===== src/rtl/iob_native_split.sv =====
`default_nettype none
// +--------------------------------------------------------------------------+
// | Module   : iob_native_split                                               |
// | Brief    : Routes a PicoRV32-style native memory port to one of N_CH IOb |
// |            master channels. It generates write acks, waits for read      |
// |            rvalid, bounds every access with a timeout and returns error  |
// |            responses for decode misses and timeouts.                     |
// | Revision : 1.0 - initial parametrised release                            |
// +--------------------------------------------------------------------------+
module iob_native_split #(
  parameter int                ADDR_W      = 32,
  parameter int                DATA_W      = 32,
  parameter int                N_CH        = 3,
  parameter int                SEL_W       = 1,
  parameter int                SPLIT_INSTR = 1,
  parameter int                TIMEOUT_W   = 8,
  parameter logic [DATA_W-1:0] ERR_DATA    = 32'hDEADBEEF
) (
  input  logic                     clk_i,
  input  logic                     rst_i,
  input  logic                     cke_i,
  input  logic                     cpu_valid_i,
  input  logic                     cpu_instr_i,
  input  logic [ADDR_W-1:0]        cpu_addr_i,
  input  logic [DATA_W-1:0]        cpu_wdata_i,
  input  logic [DATA_W/8-1:0]      cpu_wstrb_i,
  output logic                     cpu_ready_o,
  output logic [DATA_W-1:0]        cpu_rdata_o,
  output logic [N_CH-1:0]          iob_avalid_o,
  output logic [ADDR_W-1:0]        iob_addr_o,
  output logic [DATA_W-1:0]        iob_wdata_o,
  output logic [DATA_W/8-1:0]      iob_wstrb_o,
  input  logic [N_CH*DATA_W-1:0]   iob_rdata_i,
  input  logic [N_CH-1:0]          iob_rvalid_i,
  input  logic [N_CH-1:0]          iob_ready_i,
  output logic                     err_o,
  output logic [1:0]               err_code_o,
  input  logic                     err_clr_i
);

  localparam int STRB_W = DATA_W / 8;
  // One extra bit so "MSBs + SPLIT_INSTR" never wraps back onto a valid channel.
  localparam int CH_W   = SEL_W + 1;
  // Last counter value before the limit: reaching 2^TIMEOUT_W-1 ends the access.
  localparam logic [TIMEOUT_W-1:0] TO_LAST = ~(TIMEOUT_W'(1));

  localparam logic [1:0] CODE_MISS    = 2'b01;
  localparam logic [1:0] CODE_TIMEOUT = 2'b10;

  typedef enum logic [2:0] {
    S_IDLE   = 3'd0,
    S_REQ    = 3'd1,
    S_RDWAIT = 3'd2,
    S_ACK    = 3'd3,
    S_ERR    = 3'd4
  } state_t;

  state_t                state_q, state_d;
  logic [CH_W-1:0]       ch_q, ch_d;
  logic [ADDR_W-1:0]     addr_q, addr_d;
  logic [DATA_W-1:0]     wdata_q, wdata_d;
  logic [STRB_W-1:0]     wstrb_q, wstrb_d;
  logic [TIMEOUT_W-1:0]  cnt_q, cnt_d;
  logic [DATA_W-1:0]     rdata_q, rdata_d;
  logic                  err_q, err_d;
  logic [1:0]            code_q, code_d;

  logic [CH_W-1:0]       dec_ch;
  logic                  dec_miss;
  logic [N_CH-1:0]       sel;
  logic [DATA_W-1:0]     rd_sel;
  logic                  ready_hit;
  logic                  rvalid_hit;

  // Channel decode of the incoming request (fetches pinned to ch0 when split).
  always_comb begin
    dec_ch = '0;
    if (!((SPLIT_INSTR != 0) && cpu_instr_i)) begin
      dec_ch = CH_W'(cpu_addr_i[ADDR_W-1 -: SEL_W]) + CH_W'(SPLIT_INSTR);
    end
    dec_miss = (int'(dec_ch) >= N_CH);
  end

  // One-hot of the latched channel; compared as integers so no channel aliases.
  for (genvar k = 0; k < N_CH; k++) begin : g_sel
    assign sel[k] = (int'(ch_q) == k);
  end

  // Pick the read data slice of the latched channel.
  always_comb begin
    rd_sel = '0;
    for (int k = 0; k < N_CH; k++) begin
      if (sel[k]) rd_sel = iob_rdata_i[k*DATA_W +: DATA_W];
    end
  end

  assign ready_hit  = |(iob_ready_i & sel);
  assign rvalid_hit = |(iob_rvalid_i & sel);

  // Next-state and datapath updates; error set takes priority over clear.
  always_comb begin
    state_d = state_q;
    ch_d    = ch_q;
    addr_d  = addr_q;
    wdata_d = wdata_q;
    wstrb_d = wstrb_q;
    cnt_d   = cnt_q;
    rdata_d = rdata_q;
    err_d   = err_q;
    code_d  = code_q;
    if (err_clr_i) begin
      err_d  = 1'b0;
      code_d = 2'b00;
    end
    case (state_q)
      S_IDLE: begin
        if (cpu_valid_i) begin
          ch_d    = dec_ch;
          addr_d  = cpu_addr_i;
          wdata_d = cpu_wdata_i;
          wstrb_d = cpu_wstrb_i;
          cnt_d   = '0;
          rdata_d = '0;
          if (dec_miss) begin
            state_d = S_ERR;
            rdata_d = ERR_DATA;
            err_d   = 1'b1;
            code_d  = CODE_MISS;
          end else begin
            state_d = S_REQ;
          end
        end
      end
      S_REQ: begin
        cnt_d = cnt_q + 1'b1;
        if (ready_hit) begin
          state_d = (|wstrb_q) ? S_ACK : S_RDWAIT;
        end else if (cnt_q == TO_LAST) begin
          state_d = S_ERR;
          rdata_d = ERR_DATA;
          err_d   = 1'b1;
          code_d  = CODE_TIMEOUT;
        end
      end
      S_RDWAIT: begin
        cnt_d = cnt_q + 1'b1;
        if (rvalid_hit) begin
          state_d = S_ACK;
          rdata_d = rd_sel;
        end else if (cnt_q == TO_LAST) begin
          state_d = S_ERR;
          rdata_d = ERR_DATA;
          err_d   = 1'b1;
          code_d  = CODE_TIMEOUT;
        end
      end
      S_ACK:   state_d = S_IDLE;
      S_ERR:   state_d = S_IDLE;
      default: state_d = S_IDLE;
    endcase
  end

  // State and datapath registers, frozen while cke_i is low.
  always_ff @(posedge clk_i) begin
    if (rst_i) begin
      state_q <= S_IDLE;
      ch_q    <= '0;
      addr_q  <= '0;
      wdata_q <= '0;
      wstrb_q <= '0;
      cnt_q   <= '0;
      rdata_q <= '0;
      err_q   <= 1'b0;
      code_q  <= 2'b00;
    end else if (cke_i) begin
      state_q <= state_d;
      ch_q    <= ch_d;
      addr_q  <= addr_d;
      wdata_q <= wdata_d;
      wstrb_q <= wstrb_d;
      cnt_q   <= cnt_d;
      rdata_q <= rdata_d;
      err_q   <= err_d;
      code_q  <= code_d;
    end
  end

  assign cpu_ready_o  = (state_q == S_ACK) || (state_q == S_ERR);
  assign cpu_rdata_o  = rdata_q;
  assign iob_avalid_o = (state_q == S_REQ) ? sel : '0;
  assign iob_addr_o   = addr_q;
  assign iob_wdata_o  = wdata_q;
  assign iob_wstrb_o  = wstrb_q;
  assign err_o        = err_q;
  assign err_code_o   = code_q;

endmodule
`default_nettype wire

===== config.mk =====
export PLATFORM = sky130hd
export DESIGN_NAME = iob_native_split
export DESIGN_NICKNAME = d
export VERILOG_FILES = /design/src/rtl/iob_native_split.sv
export SDC_FILE = /design/constraint.sdc
export NUM_CORES = 1
export LEC_CHECK = 0
export BUFFER_PORTS_ARGS = -buffer_cell sky130_fd_sc_hd__buf_4
export CAP_MARGIN = 10
export CORE_MARGIN = 4
export CORE_UTILIZATION = 37
export DETAILED_ROUTE_END_ITERATION = 10
export PLACE_DENSITY = 0.7
export SYNTH_ARGS = -nofsm -noshare
export SYNTH_HDL_FRONTEND = slang
export SYNTH_SLANG_ARGS = --single-unit

===== constraint.sdc =====
create_clock -name clk_i -period 3.25 [get_ports clk_i]
set_input_delay 0 -clock clk_i [delete_from_list [all_inputs] [get_ports clk_i]]
set_output_delay 0 -clock clk_i [all_outputs]
set_load 0.01 [all_outputs]

==> metrics <==
setup ws final=768 ps; area share of the largest cell type after synthesis=44.8%; clk_lat worst skew=410 ps; post-route DRC violation count=0; global routing usage on met3=7.82%; final net count=1,185; Synth async-reset ratio=0%; total grt overflow=0; Synth area leader=dfxtp_1; Distinct cells, synth=36; GRT Util Overall=23.0%; Mapped Area=5180 um2; part of the power in the clock network=45.6%; # H-tree levels=4; Gate power share=16.1%; Slowest-stage cell, CP=and4_2; final setup TNS=0 ps; Overall Power=3.93 mW; number of cell rows=42; buffers added on ports=282; Leak Pwr=3.70 nW; #FFs+latches synth=116; crit path max fanout=43; Die ar.=16,000 um2; clock buffer count from CTS=17; Fill cells=1,084; Fmax=403 MHz; syn nets=845; routability cong.=0.849; WP data arrival=2820 ps; Switch Pwr=1.01 mW; sequential power share=38.3%; Final Hold Vio Count=0; count leader, synth=nand2_1; Max VDD drop=0.000366 V; ratio of cells with drive above 1 in the final layout=32.5%; Core Area=13,500 um2; initial DRC count=433; Setup Viol. Count Final=0; RSZ-0062 raised after global routing=no; Final Max Slew Viols=0; vias in the first global route=5,964; grt met2 use=39.0%; Clock Tree Root=clkbuf_16; worst-path cell chain=nor2_1, and4_2, buf_12, nand3b_1, dlygate4sd3_1, a21oi_1; register area share after synthesis=44.8%; top cells by count, synth=153 x nand2_1, 116 x dfxtp_1, 101 x a21oi_1; Post-CTS Setup Bufs=0; Die Y=126 um; Worst-Margin Slew=950 ps; Syn Area/Cell=7.77 um2; endpoint class of the critical path=flop; Final period util=76.4%; CTS tree=built; Post-Synthesis Cells=667; largest net degree at the start of global routing=75; busiest grt layer=met2; Synth Flop Type=dfxtp_1; switch share=25.8%; Synth warnings=0; Clock transition at path regs=60 ps; PwrDens=448 nW/um2; Max Root-Sink Buffers=2; Area contributors post-synth=dfxtp_1 45%, nand2_1 11%, a21oi_1 9.8%, mux2i_1 6.6%, nor2_1 6.0%; EDFF count, synth=0; detailed-route via count=5,900; ANT cells=0; Total Wirelength=19.0 mm; Die W=126 um; wire per inst=15.9 um; CP Buf/Inv Count=2; DPL Wire Length=12.8 mm; IO Count=283; Slew HR=36.7%; status=completed; max-cap violations=0; Clock Skew=11.0 ps; Initial Util=38.5%; antenna violations before repair=0; critical path type=flop to flop; CTS Sinks=116; Min-Delay Path Class=primary input to flop; cell class contributing the biggest share of worst-path delay=simple AND/OR/NAND/NOR gates; Data required, critical path=3590 ps; post-route ant nets=0; Cell Int Power=2.92 mW; clock period minus worst slack=2480 ps; CP Launch Type=flop; FF-to-FF setup slack=770 ps; Pre-Repair DR Iteration Count=4; Worst path max stage delay=700 ps; first-pass GRT wire length=29.8 mm; Layout area overhead=69.2%; grt met1 use=26.4%; Setup WS pre-CTS=1140 ps; post-DR vias/cell=4.93
==> layout by cell type (no fill, tap or decap), types with 2 or more instances in the layout <==
cell | synthesis | final
inv_6 | 0 | 3
o21ai_0 | 13 | 13
dlygate4sd3_1 | 0 | 81
xor2_1 | 5 | 5
inv_1 | 3 | 3
nand3b_1 | 4 | 4
clkbuf_8 | 0 | 2
dfxtp_1 | 116 | 115
clkinvlp_4 | 0 | 4
clkinv_4 | 0 | 4
ha_1 | 2 | 2
nand3_1 | 2 | 2
buf_4 | 0 | 290
nor3_1 | 34 | 34
nor4_1 | 2 | 2
clkbuf_16 | 0 | 17
nand2_1 | 153 | 153
a21oi_1 | 101 | 101
and3_1 | 3 | 3
mux2i_1 | 34 | 34
and4b_1 | 2 | 2
nor2_1 | 83 | 83
o22a_1 | 25 | 25
nand4_1 | 4 | 4
nand2b_1 | 4 | 4
o21a_1 | 3 | 3
a22o_1 | 8 | 8
nor3b_1 | 3 | 3
==> metal layers <==
| metal | part of all wire, % | routed length (um) |
|---|---|---|
| met2 | 50 | 9490 |
| met1 | 39 | 7490 |
| met5 | 0 | 0 |
| met3 | 8.0 | 1520 |
| met4 | 2.7 | 506 |
==> worst register-to-register path: stages, from the launching register on <==
cell and delay, ps:
dfxtp_1 400, nor2_1 200, and4_2 700, buf_12 300, nand3b_1 110, dlygate4sd3_1 570, a21oi_1 140
==> registers in the layout, summed over array words and instances, names as in the netlist <==
| register | flops |
|---|---|
| ch_q | 2 |
| err_o | 1 |
| iob_wstrb_o | 4 |
| cpu_rdata_o | 32 |
| cnt_q | 8 |
| err_code_o | 2 |
| iob_addr_o | 32 |
| iob_wdata_o | 32 |
| state_q | 3 |
==> kinds of logic after synthesis <==
group           Yosys count  share of synthesized area [%]
mux                      35                           6.78
compound gates          155                           18.0
buf+inv                  54                           4.59
simple gates            300                           24.5
fa+ha+maj                 2                          0.483
flops                   116                           44.8
xor+xnor                  5                          0.845
==> layout make-up <==
class / instances / area [um2] / share of cell area, %
clock buffer: 19 / 453 / 5.17
clock inverter: 13 / 126 / 1.44
inverter: 3 / 11.3 / 0.128
multi-input combinational: 497 / 2630 / 30.0
sequential: 116 / 2320 / 26.5
tap: 176 / 220 / 2.51
timing repair buffer: 372 / 3010 / 34.3
==> final timing paths <==
kind / from / end / depth (start not counted)
setup / recovery: state_q[0] / ch_q[1] / 6
hold / removal: iob_rdata_i[14] / cpu_rdata_o[14] / 4
setup reg to reg: state_q[0] / ch_q[1] / 6
hold reg to reg: iob_addr_o[30] / iob_addr_o[30] / 2
==> per-stage QoR <==
| stage | hold slack [ps] | area (um2) | utilization (%) | instances |
|---|---|---|---|---|
| 5_1_grt | 36.8 | 8770 | 65.2 | 1196 |
| 6_report | 13.1 | 8770 | 65.2 | 1196 |
| 2_1_floorplan | 136 | 5180 | - | 667 |
| 3_3_place_gp | 247 | 7380 | 54.8 | 1083 |
| 3_5_place_dp | 255 | 7380 | 54.8 | 1083 |
| 4_1_cts | 0.217 | 8770 | 65.2 | 1196 |
==> repair_timing <==
action / 4_1_cts / 5_1_grt
hold endpoints to repair: 84 / 0
resized for setup: 0 / 0
hold buffers: 81 / 0
==> power groups by stage <==
| stage | Clock, mW | Sequential (mW) | Combinational [mW] |
|---|---|---|---|
| floorplan | 0 | 1.55 | 0.231 |
| global placement | 0 | 1.53 | 0.546 |
| detailed placement | 0 | 1.53 | 0.550 |
| CTS | 1.82 | 1.50 | 0.630 |
| global route | 1.89 | 1.51 | 0.694 |
| finish | 1.79 | 1.51 | 0.634 |
Note: power is estimated with default switching activity, not from simulation.
